===== config.mk =====
export PLATFORM = sky130hd
export DESIGN_NAME = filt_bank_scheduler_flat
export DESIGN_NICKNAME = d
export VERILOG_FILES = /design/src/rtl/filt_bank_scheduler_if.sv /design/src/rtl/filt_bank_scheduler.sv /design/src/flat_wrapper.sv
export SDC_FILE = /design/constraint.sdc
export NUM_CORES = 1
export LEC_CHECK = 0
export ABC_CLOCK_PERIOD_IN_PS = 4730
export CORE_MARGIN = 4
export CORE_UTILIZATION = 31
export DETAILED_ROUTE_END_ITERATION = 8
export GPL_TIMING_DRIVEN = 0
export SLEW_MARGIN = 25
export SYNTH_ARGS = -nofsm -noshare
export SYNTH_HDL_FRONTEND = slang
export SYNTH_SLANG_ARGS = --single-unit

===== constraint.sdc =====
create_clock -name clk -period 4.73 [get_ports clk]
set_input_delay 1.1825 -clock clk [delete_from_list [all_inputs] [get_ports clk]]
set_output_delay 1.1825 -clock clk [all_outputs]
set_load 0.02 [all_outputs]

===== src/rtl/filt_bank_scheduler_if.sv =====
// Handshake bundle between the bank scheduler and its three neighbours:
// the block-matching producer, the multi-pass filter and the output reader.
interface filt_bank_scheduler_if;
    // Producer side
    logic prod_frame_done;
    logic prod_bank;
    // Filter side
    logic filt_start;
    logic filt_index;
    logic filt_idle;
    // Consumer side
    logic cons_req;
    logic cons_grant;
    logic cons_bank;
    logic cons_busy;
    logic cons_done;
    logic frame_ready;

    // The scheduler itself
    modport master (
        input  prod_frame_done, filt_idle, cons_req, cons_done,
        output prod_bank, filt_start, filt_index,
               cons_grant, cons_bank, cons_busy, frame_ready
    );

    // Producer, filter and consumer seen as one peer
    modport slave (
        output prod_frame_done, filt_idle, cons_req, cons_done,
        input  prod_bank, filt_start, filt_index,
               cons_grant, cons_bank, cons_busy, frame_ready
    );
endinterface


===== src/rtl/filt_bank_scheduler.sv =====
// Two-bank ping-pong scheduler. The producer always writes prod_bank; the
// other bank walks FREE -> FSTART -> FRUN -> READY, is filtered and then
// published to the consumer. A producer frame that finishes while the other
// bank is still busy is dropped and the producer overwrites its own bank.
module filt_bank_scheduler #(
    parameter int unsigned filt_timeout = 2000000,
    parameter int unsigned cnt_w        = 16
) (
    input  logic                  clk,
    input  logic                  reset_n,
    filt_bank_scheduler_if.master bus,
    output logic [cnt_w-1:0]      frame_cnt,
    output logic [cnt_w-1:0]      drop_cnt,
    output logic                  err_timeout
);
    localparam int unsigned TMO_W = (filt_timeout < 1) ? 1 : $clog2(filt_timeout + 1);
    localparam logic [TMO_W-1:0] TMO_LIMIT = TMO_W'(filt_timeout);

    typedef enum logic [1:0] {
        O_FREE   = 2'd0,
        O_FSTART = 2'd1,
        O_FRUN   = 2'd2,
        O_READY  = 2'd3
    } obank_state_t;

    obank_state_t     state_q, state_d;
    logic             prod_bank_q, prod_bank_d;
    logic             filt_index_q, filt_index_d;
    logic             filt_start_q, filt_start_d;
    logic             cons_bank_q, cons_bank_d;
    logic             cons_busy_q, cons_busy_d;
    logic             cons_grant_q, cons_grant_d;
    logic             frame_ready_q, frame_ready_d;
    logic [cnt_w-1:0] frame_cnt_q, frame_cnt_d;
    logic [cnt_w-1:0] drop_cnt_q, drop_cnt_d;
    logic             err_timeout_q, err_timeout_d;
    logic [TMO_W-1:0] tmo_cnt_q, tmo_cnt_d;
    logic             cons_accept;
    logic             swap_ok;

    // Next-state logic: consumer arbitration, filter sequencing, producer swap
    always_comb begin
        state_d       = state_q;
        prod_bank_d   = prod_bank_q;
        filt_index_d  = filt_index_q;
        cons_bank_d   = cons_bank_q;
        cons_busy_d   = cons_busy_q;
        cons_grant_d  = 1'b0;
        frame_cnt_d   = frame_cnt_q;
        drop_cnt_d    = drop_cnt_q;
        err_timeout_d = err_timeout_q;
        tmo_cnt_d     = tmo_cnt_q;

        // A read request is honoured only on a published, unclaimed frame;
        // it beats a simultaneous producer swap.
        cons_accept = bus.cons_req && (state_q == O_READY) && !cons_busy_q;
        swap_ok     = (state_q == O_FREE) ||
                      ((state_q == O_READY) && !cons_busy_q && !cons_accept);

        if (cons_accept) begin
            cons_grant_d = 1'b1;
            cons_bank_d  = filt_index_q;
            cons_busy_d  = 1'b1;
        end else if (bus.cons_done && cons_busy_q) begin
            cons_busy_d  = 1'b0;
        end

        case (state_q)
            O_FSTART: begin
                // The filter has taken the request once it leaves idle
                if (!bus.filt_idle) begin
                    state_d   = O_FRUN;
                    tmo_cnt_d = '0;
                end
            end
            O_FRUN: begin
                if (bus.filt_idle) begin
                    state_d     = O_READY;
                    frame_cnt_d = frame_cnt_q + 1'b1;
                end else if (tmo_cnt_q == TMO_LIMIT) begin
                    // Publish anyway so the pipeline keeps moving
                    state_d       = O_READY;
                    err_timeout_d = 1'b1;
                end else begin
                    tmo_cnt_d = tmo_cnt_q + 1'b1;
                end
            end
            default: ;
        endcase

        if (bus.prod_frame_done) begin
            if (swap_ok) begin
                filt_index_d = prod_bank_q;
                prod_bank_d  = ~prod_bank_q;
                state_d      = O_FSTART;
            end else if (drop_cnt_q != '1) begin
                drop_cnt_d = drop_cnt_q + 1'b1;
            end
        end

        filt_start_d  = (state_d == O_FSTART);
        frame_ready_d = (state_d == O_READY);
    end

    // State and registered outputs
    always_ff @(posedge clk or negedge reset_n) begin
        if (!reset_n) begin
            state_q       <= O_FREE;
            prod_bank_q   <= 1'b0;
            filt_index_q  <= 1'b1;
            filt_start_q  <= 1'b0;
            cons_bank_q   <= 1'b1;
            cons_busy_q   <= 1'b0;
            cons_grant_q  <= 1'b0;
            frame_ready_q <= 1'b0;
            frame_cnt_q   <= '0;
            drop_cnt_q    <= '0;
            err_timeout_q <= 1'b0;
            tmo_cnt_q     <= '0;
        end else begin
            state_q       <= state_d;
            prod_bank_q   <= prod_bank_d;
            filt_index_q  <= filt_index_d;
            filt_start_q  <= filt_start_d;
            cons_bank_q   <= cons_bank_d;
            cons_busy_q   <= cons_busy_d;
            cons_grant_q  <= cons_grant_d;
            frame_ready_q <= frame_ready_d;
            frame_cnt_q   <= frame_cnt_d;
            drop_cnt_q    <= drop_cnt_d;
            err_timeout_q <= err_timeout_d;
            tmo_cnt_q     <= tmo_cnt_d;
        end
    end

    assign bus.prod_bank   = prod_bank_q;
    assign bus.filt_start  = filt_start_q;
    assign bus.filt_index  = filt_index_q;
    assign bus.cons_bank   = cons_bank_q;
    assign bus.cons_busy   = cons_busy_q;
    assign bus.cons_grant  = cons_grant_q;
    assign bus.frame_ready = frame_ready_q;
    assign frame_cnt       = frame_cnt_q;
    assign drop_cnt        = drop_cnt_q;
    assign err_timeout     = err_timeout_q;
endmodule

===== src/flat_wrapper.sv =====
// flat-port wrapper written by rule: the top's interface ports become plain ports
module filt_bank_scheduler_flat 
#(
    parameter int unsigned filt_timeout = 2000000,
    parameter int unsigned cnt_w        = 16
)
  (clk, reset_n, frame_cnt, drop_cnt, err_timeout, bus_prod_frame_done, bus_filt_idle, bus_cons_req, bus_cons_done, bus_prod_bank, bus_filt_start, bus_filt_index, bus_cons_grant, bus_cons_bank, bus_cons_busy, bus_frame_ready);
  filt_bank_scheduler_if bus_i ();
  input  logic clk;
  input  logic reset_n;
  output logic [cnt_w-1:0] frame_cnt;
  output logic [cnt_w-1:0] drop_cnt;
  output logic err_timeout;
  input wire logic [$bits(bus_i.prod_frame_done)-1:0] bus_prod_frame_done;
  input wire logic [$bits(bus_i.filt_idle)-1:0] bus_filt_idle;
  input wire logic [$bits(bus_i.cons_req)-1:0] bus_cons_req;
  input wire logic [$bits(bus_i.cons_done)-1:0] bus_cons_done;
  output wire logic [$bits(bus_i.prod_bank)-1:0] bus_prod_bank;
  output wire logic [$bits(bus_i.filt_start)-1:0] bus_filt_start;
  output wire logic [$bits(bus_i.filt_index)-1:0] bus_filt_index;
  output wire logic [$bits(bus_i.cons_grant)-1:0] bus_cons_grant;
  output wire logic [$bits(bus_i.cons_bank)-1:0] bus_cons_bank;
  output wire logic [$bits(bus_i.cons_busy)-1:0] bus_cons_busy;
  output wire logic [$bits(bus_i.frame_ready)-1:0] bus_frame_ready;
  assign bus_i.prod_frame_done = bus_prod_frame_done;
  assign bus_i.filt_idle = bus_filt_idle;
  assign bus_i.cons_req = bus_cons_req;
  assign bus_i.cons_done = bus_cons_done;
  assign bus_prod_bank = bus_i.prod_bank;
  assign bus_filt_start = bus_i.filt_start;
  assign bus_filt_index = bus_i.filt_index;
  assign bus_cons_grant = bus_i.cons_grant;
  assign bus_cons_bank = bus_i.cons_bank;
  assign bus_cons_busy = bus_i.cons_busy;
  assign bus_frame_ready = bus_i.frame_ready;
  filt_bank_scheduler #(.filt_timeout(filt_timeout), .cnt_w(cnt_w)) u_core (.clk(clk), .reset_n(reset_n), .bus(bus_i), .frame_cnt(frame_cnt), .drop_cnt(drop_cnt), .err_timeout(err_timeout));
endmodule

# Yosys cells after proc, flatten, opt, wreduce, memory -nomap -nowiden
# Index checks and enable logic that the tools add are counted.
[word_totals] register_bits=63 latchBits=0 ramBits=0 romBits=0 input_bits=6 out_inout_bits=40 word_cells=57 mem_count=0
[classes] addsub=3 multipliers=0 div_mod_pow=0 order_cmp=0 n_eq_ne=10 shifts=0 n_mux=13 n_bitwise=3 reduce_logical=16
[op_table] op="$mux 21" count=3
[op_table] op="$pmux 21 s2" count=1
[op_table] op="$add 16x1->16 const B" count=2
[op_table] op="$add 21x1->21 const B" count=1
[op_table] op="$eq 21x21->1 const B" count=1
[op_table] op="$ne 16x16->1 const B" count=1
[op_table] op="$mux 2" count=5
[op_table] op="$eq 2x2->1 const B" count=3
[op_table] op="$ne 2x2->1 const B" count=3
[op_table] op="$reduce_and 3->1" count=2
[op_table] op="$logic_and 1x1->1" count=5
[op_table] op="$eq 2x1->1 const B" count=2
[op_table] op="$pmux 2 s2" count=1
[op_table] op="$reduce_and 2->1" count=2
[op_table] op="$reduce_and 4->1" count=1
[op_table] op="$reduce_bool 2->1" count=2
[op_table] op="$mux 1" count=3
[op_table] op="$not 1->1" count=3
[op_table] op="$logic_not 1->1" count=2
[op_table] op="$logic_not 2->1" count=1
[op_table] op="$logic_or 1x1->1" count=1

# Longest topological paths before layout
# Gate-level depths: netlist (run 1).
[logic_depth] ltp_word=9 mapped_depth=8

# Least setup slack after synthesis (run 1)
# Ideal clock, no wire load.
[synth_timing] kind="input-to-reg" start="in bus_cons_req" end="reg u_core.drop_cnt_q[11], in the netlist u_core.drop_cnt[11]" setup_ps=132 arrival_ps=2267 required_time_ps=4598 setup_slack_ps=2330 cell_stages=5 n_path_buf=0 cell_sequence="or3b_2 and4_1 or3b_1 nor2_1 xor2_1"
[synth_between] elab_chain_len=7
[synth_lines] element="from (decl)" line_no="flat_wrapper.sv:16" rtl="input wire logic [$bits(bus_i.cons_req)-1:0] bus_cons_req;"
[synth_lines] element="$logic_and 1x1->1 (2 in a row)" line_no="filt_bank_scheduler.sv:56" rtl="cons_accept = bus.cons_req && (state_q == O_READY) && !cons_busy_q;"
[synth_lines] element="$logic_not 1->1" line_no="filt_bank_scheduler.sv:58" rtl="((state_q == O_READY) && !cons_busy_q && !cons_accept);"
[synth_lines] element="$logic_and 1x1->1" line_no="filt_bank_scheduler.sv:58"
[synth_lines] element="$logic_or 1x1->1" line_no="filt_bank_scheduler.sv:57" rtl="swap_ok = (state_q == O_FREE) ||"
[synth_lines] element="$not 1->1 (no line)"
[synth_lines] element="$reduce_and 3->1 (no line)"
[synth_lines] element="to (signal assigned)" line_no="filt_bank_scheduler.sv:130" rtl="drop_cnt_q <= drop_cnt_d;"
[synth_lines] element="to (decl)" line_no="filt_bank_scheduler.sv:35" rtl="logic [cnt_w-1:0] drop_cnt_q, drop_cnt_d;"
# No other way between the ends.
# A chain may end at the register's enable or synchronous reset.

# Worst setup path in the final report (run 1)
[layout_timing] start="in bus_prod_frame_done" end="reg u_core.drop_cnt_q[9], in the netlist u_core.drop_cnt[9]"
[layout_between] elab_chain_len=1
[layout_lines] element="from (decl)" line_no="flat_wrapper.sv:14" rtl="input wire logic [$bits(bus_i.prod_frame_done)-1:0] bus_prod_frame_done;"
[layout_lines] element="$reduce_and 3->1 (no line)"
# No other way between the ends.

==> flow_metrics.py, run 1 <==
metrics = {
    "outcome": {
        "status": "completed",
    },
    "yosys": {
        "synth.most_common_cell": "dfrtp_1",
        "synthTopCellsByArea": "dfrtp_1 48%, xnor2_1 7.1%, nand3_1 4.2%",
        "synth_area_mm2": 0.003188,
        "synth.cells.most_frequent": "61 x dfrtp_1, 33 x nand2_1, 27 x nand3_1",
        "synthDistinctLibCells": 52,
        "yosys.area.top_type": "dfrtp_1",
        "yosysWarningCount": 0,
        "synth_edf_count": 0,
        "seq_area_frac_synth_pct": 49.53,
        "ys_seq_elements": 63,
        "synth_flop_cell": "dfrtp_1",
        "ys_async_sr_fraction_pct": 100.0,
        "syn_avg_cell_area_um2": 10.38,
        "synth.net_count": 321,
        "synth_top_area_share_pct": 47.88,
        "synthCells": 307,
    },
    "pwr": {
        "intPower_uw": 1166,
        "p_clk_share_pct": 25.5,
        "p_sw_uw": 639.4,
        "power_frac_comb_pct": 32.8,
        "p_seq_share_pct": 41.7,
        "vdd_drop_max_uv": 172.6,
        "switching_share_pct": 35.41,
        "p_per_area_mw_per_mm2": 451.2,
        "power_uw": 1806,
        "p_leak_uw": 0.001720,
    },
    "setup_path": {
        "crit_fanout": 4,
        "reg2reg_depth": 8,
        "critPathArrivalTime_ps": 2930,
        "end_kind": "flop",
        "cp-start-kind": "input port",
        "crit_type": "input port to flop",
        "crit_required_ps": 4990,
        "r2r_setup_slack_ps": 2680,
    },
    "routing": {
        "post_drt_wl_per_cell_um": 13.16,
        "first_iter_violations": 130,
        "routed_wl_um": 6595,
        "drtAntennaViolNets": 0,
        "drt-pass1-iter-count": 4,
        "viasPerCell": 4.754,
        "route.detailed.drc": 0,
        "vias": 2382,
    },
    "placement": {
        "place_congestion": 0.7963,
        "dp_hpwl_um": 4882,
        "post-place-ws_ps": 1709,
        "port-buffer-count": 44,
    },
    "finish": {
        "diodes": 0,
        "multi_input_area_mm2": 0.001514,
        "area.sequential_mm2": 0.001579,
        "nFillCells": 993,
        "fin_nets": 377,
        "drive_gt1_share_pct": 12.23,
        "syn_to_final_growth_pct": 25.55,
        "utilization_pct": 40.39,
    },
    "global_route": {
        "grt.overflow.total": 0,
        "grt_max_degree": 35,
        "grt_usage_pct": 12.41,
        "grt_pass1_wl_um": 11630,
        "grt_pass1_vias": 2344,
        "antenna_found_initial": 0,
    },
    "cts": {
        "htreeDepth": 3,
        "ctsResizeCount": 0,
        "postCtsSetupRepairBufs": 0,
        "cts_hold_buf": 0,
        "cts_sinks": 63,
        "cts_tree": "yes",
        "clk_pin_slew_worst_paths_ps": 70,
        "clock_latency_ps": 330,
        "cts_made_buffers": 9,
        "clock_path_buffers": 2,
        "cts-root-buf": "clkbuf_8",
    },
    "die": {
        "fp-row-count": 36,
        "core_area_mm2": 0.009910,
        "fp.dieW_um": 109.4,
        "ios": 46,
        "fp.dieH_um": 109.4,
        "start_util_pct": 32.17,
        "die-area_mm2": 0.01197,
    },
    "timing": {
        "slew_headroom_pct": 51.44,
        "worst_slew_pin_slew_ps": 725.8,
        "finalCritPeriodShare_pct": 56.50,
        "fin_crit_ps": 2672,
        "slew_viol_final": 0,
        "hold_viol": 0,
        "setup-violations-final": 0,
        "fin_ws_ps": 2058,
        "skew_ps": 6.879,
        "fmax_mhz": 374.2,
        "rsz0062_at_grt": "no",
        "setup-tns-final_ps": 0,
    },
    "worst_hold_path": {
        "hold_path.class": "flop to flop",
        "hold_path_depth": 1,
    },
    "run": {
        "maxCapViolations": 0,
    },
}
-- sequential cells by signal (all words and copies together), names as in the netlist --
name	flops
u_core.bus.cons_bank	1
u_core.bus.cons_busy	1
u_core.bus.cons_grant	1
u_core.bus.filt_index	1
u_core.bus.filt_start	1
u_core.bus.frame_ready	1
u_core.bus.prod_bank	1
u_core.drop_cnt	16
u_core.err_timeout	1
u_core.frame_cnt	16
u_core.state_q	2
u_core.tmo_cnt_q	21
-- metrics by stage --
step | hold slack (ps) | cell area (µm²) | cells
2_1_floorplan | 502.6 | 3188 | 307
4_1_cts | 471.5 | 4003 | 501
3_5_place_dp | 452.2 | 3812 | 485
5_1_grt | 486.1 | 4003 | 501
6_report | 468.6 | 4003 | 501
3_3_place_gp | 453.1 | 3795 | 484
-- critical path: stages --
cell and delay, ps:
clkdlybuf4s50_1 500, nor2b_1 230, and4_1 300, or3b_1 420
nor2_1 150, xor2_1 150
-- power by group through the flow --
stage	clock [µW]	sequential (µW)	combinational, µW
global route	502	774	661
detailed placement	0	764	599
finish	461	753	592
global placement	0	761	583
CTS	478	756	601
floorplan	0	819	303
-- final timing paths --
check,startpoint,endpoint
worst max register to register,u_core.state_q[0],u_core.tmo_cnt_q[19]
min in group asynchronous,reset_n,u_core.tmo_cnt_q[19]
worst min register to register,u_core.err_timeout,u_core.err_timeout
max in group asynchronous,reset_n,u_core.drop_cnt[9]
worst max-delay path,bus_prod_frame_done,u_core.drop_cnt[9]
worst min-delay path,u_core.err_timeout,u_core.err_timeout
-- per-layer routing --
layer  vias to the layer above  share of wire (%)  track usage, %
met5                         -                  0               0
met4                         0                1.2           3.829
met3                         6                4.5           3.758
met2                        42                 47           19.49
met1                      1138                 48           16.44
li1                       1196                  -               -
-- kinds of logic (layout without fill, tap and decap cells) --
| family | count (synthesis) | in the layout | synth area share, % |
|---|---|---|---|
| AND/OR/NAND/NOR | 143 | 143 | 24.96 |
| flip-flops | 63 | 63 | 49.53 |
| buffers and inverters | 20 | 81 | 2.982 |
| XOR/XNOR | 36 | 36 | 9.890 |
| adder cells (fa/ha/maj) | 8 | 8 | 3.140 |
| AO/OA/AOI/OAI | 31 | 31 | 7.418 |
| multiplexers | 6 | 6 | 2.080 |
-- cell type report --
class                      instances  share of cell area [%]
clock inverter                     4                   1.125
clock buffer                      12                   3.626
timing repair buffer              45                   11.44
multi-input combinational        224                   37.82
sequential                        63                   39.45
tap                              133                   4.158
buffer                             5                  0.9691
inverter                          15                   1.407
-- cell usage in the layout, fill, tap and decap left out, drive strengths merged, types with 2 or more instances in the layout --
| master | instances |
|---|---|
| o21ba | 2 |
| buf | 6 |
| dfrtp | 61 |
| mux2 | 5 |
| nand3 | 28 |
| nor3 | 9 |
| ha | 8 |
| dfstp | 2 |
| a221oi | 2 |
| inv | 15 |
| or3 | 5 |
| xor2 | 10 |
| xnor2 | 26 |
| nor2b | 2 |
| or3b | 2 |
| nand4 | 12 |
| o21ai | 10 |
| and4 | 4 |
| clkdlybuf4s50 | 43 |
| nor4 | 6 |
| and2 | 2 |
| o41ai | 4 |
| a21oi | 8 |
| and3 | 8 |
| nand2b | 4 |
| nor2 | 24 |
| clkinv | 3 |
| clkbuf | 13 |
| nand2 | 33 |
Power figures use the tool's default switching activity.
==> run 2: changes to the inputs <==
- ABC_CLOCK_PERIOD_IN_PS: 4730 -> 2800
- clock period: 4.73 -> 2.8 ns (I/O delays scaled with it)
==> results of run 2 <==
Same layout as run 1 (identical final DEF). Status: completed.
Main changes from that run: setup slack after placement 1709 ps -> 261.9 ps; setup slack after layout 2058 ps -> 610.2 ps; hold slack 468.6 ps -> 291.8 ps; register-to-register setup slack 2680 ps -> 750 ps; total power 1806 µW -> 3051 µW; worst IR drop on VDD 172.6 µV -> 291.6 µV
==> run 3: changes to the inputs <==
- ABC_CLOCK_PERIOD_IN_PS: 2800 -> 2060
- clock period: 2.8 -> 2.06 ns (I/O delays scaled with it)
==> flow_metrics.py, run 3 (synthesis gave the netlist of run 1 again) <==
metrics = {
    "timing": {
        "setup-violations-final": 0,
        "setup-tns-final_ps": 0,
        "fmax_mhz": 493.9,
        "fin_ws_ps": 35.46,
        "hold_viol": 0,
        "worst_slew_pin_slew_ps": 491.8,
        "skew_ps": 6.894,
        "finalCritPeriodShare_pct": 98.28,
        "rsz0062_at_grt": "yes",
        "fin_crit_ps": 2025,
        "slew_viol_final": 0,
        "slew_headroom_pct": 67.22,
    },
    "routing": {
        "vias": 2397,
        "first_iter_violations": 136,
        "route.detailed.drc": 0,
        "drtAntennaViolNets": 0,
        "routed_wl_um": 6665,
        "post_drt_wl_per_cell_um": 13.30,
        "viasPerCell": 4.784,
        "drt-pass1-iter-count": 5,
    },
    "placement": {
        "place_congestion": 0.7963,
        "place_area_mm2": 0.003812,
        "post-place-ws_ps": -293.1,
        "dp_hpwl_um": 4882,
        "port-buffer-count": 44,
    },
    "global_route": {
        "grt.overflow.total": 0,
        "grt_pass1_vias": 2344,
        "antenna_found_initial": 0,
        "grt_pass1_wl_um": 11630,
        "grt_usage_pct": 12.41,
        "grt_max_degree": 35,
    },
    "pwr": {
        "switching_share_pct": 35.53,
        "power_frac_comb_pct": 32.9,
        "p_leak_uw": 0.001738,
        "vdd_drop_max_uv": 396.4,
        "p_clk_share_pct": 25.5,
        "p_per_area_mw_per_mm2": 1030,
        "p_sw_uw": 1481,
        "intPower_uw": 2687,
        "p_seq_share_pct": 41.6,
    },
    "setup_path": {
        "critPathLaunch": "u_core.state_q[0]",
        "crit_chain": "inv_1 > ha_1 > buf_2 > o21ba_2 > nand4_1 > nor4_2 > xnor2_1 > nor2_1",
        "reg2reg_from": "u_core.state_q[0]",
        "cp_slowest_stage_delay_ps": 450,
        "cp-start-kind": "flop",
        "end_kind": "flop",
        "critPathArrivalTime_ps": 2230,
        "crit_type": "flop to flop",
        "crit_required_ps": 2270,
        "cp_slowest_cell": "dfrtp_2",
        "r2r_setup_slack_ps": 40,
        "crit_fanout": 8,
    },
    "finish": {
        "utilization_pct": 40.81,
        "regMostFlops": "u_core.tmo_cnt_q",
        "diodes": 0,
        "fin_nets": 377,
        "drive_gt1_share_pct": 14.95,
        "stdcell_area_mm2": 0.004044,
        "layout_common_cells": "60 x dfrtp_1, 43 x clkdlybuf4s50_1, 33 x nand2_1",
        "largest_reg_flops": 21,
        "syn_to_final_growth_pct": 26.84,
        "nFillCells": 985,
        "layout_commonest_cell": "dfrtp_1",
    },
    "cts": {
        "htreeDepth": 3,
        "clock_path_buffers": 2,
        "cts_sinks": 63,
        "cts-root-buf": "clkbuf_8",
        "postCtsSetupRepairBufs": 0,
        "cts_tree": "yes",
        "clock_latency_ps": 340,
        "clk_pin_slew_worst_paths_ps": 70,
        "cts_hold_buf": 0,
        "cts_made_buffers": 9,
    },
    "die": {
        "die-area_mm2": 0.01197,
        "fp.dieW_um": 109.4,
        "ios": 46,
        "start_util_pct": 32.17,
        "fp-row-count": 36,
        "core_area_mm2": 0.009910,
        "fp.dieH_um": 109.4,
    },
    "worst_hold_path": {
        "hold_path.class": "input port to async pin",
    },
    "outcome": {
        "status": "completed",
    },
    "run": {
        "maxCapViolations": 0,
    },
}
[run 3: per-layer routing]
metal | track usage (%) | up-vias | routed length [µm]
li1 | - | 1199 | -
met1 | 16.44 | 1142 | 3118
met2 | 19.49 | 46 | 3126
met3 | 3.758 | 10 | 324
met4 | 3.829 | 0 | 95
met5 | 0 | - | 0
[run 3: cell type report]
class	instances	area, µm²	area share [%]
Clock inverter	4	45.04	1.114
Tap cell	133	166.4	4.115
Buffer	5	38.79	0.9592
Multi-Input combinational cell	224	1554	38.43
Timing Repair Buffer	45	457.9	11.32
Sequential cell	63	1580	39.08
Clock buffer	12	145.1	3.589
Inverter	15	56.30	1.392
[run 3: timing repair]
item / in CTS / in global routing
resized for setup: 1 / 10
pin swaps: 0 / 0
setup endpoints to repair: 1 / 18
[run 3: power groups by stage]
stage	registers [µW]	clock network (µW)	logic, µW
3_3_place_gp	1750	0	1340
6_report	1730	1060	1370
3_5_place_dp	1750	0	1370
5_1_grt	1780	1150	1530
4_1_cts	1740	1100	1380
2_1_floorplan	1880	0	696
[run 3: metrics by stage]
step	total power, µW	std cells	hold WS [ps]
after CTS	4218	501	115.4
after floorplan	2576	307	219.4
final	4167	501	102.6
after global routing	4463	501	121.3
after global placement	3086	484	453.1
after detailed placement	3128	485	452.2
[run 3: critical path: cells and delay by family (launching register included)]
family / cells / cell delay (ps)
AOI/OAI and AO/OA: 1 / 260
and+or+nand+nor: 3 / 610
buffers and inverters: 2 / 280
DFF: 1 / 450
xor gates and xnor gates: 1 / 160
adders and majority gates: 1 / 140
[run 3: worst paths after layout]
path / depth (start not counted) / to
worst max-delay path: 8 / u_core.tmo_cnt_q[19]
worst min-delay path: 1 / u_core.tmo_cnt_q[19]
worst max register to register: 8 / u_core.tmo_cnt_q[19]
worst min register to register: 1 / u_core.err_timeout
max in group asynchronous: 2 / u_core.drop_cnt[9]
min in group clk: 2 / u_core.tmo_cnt_q[2]
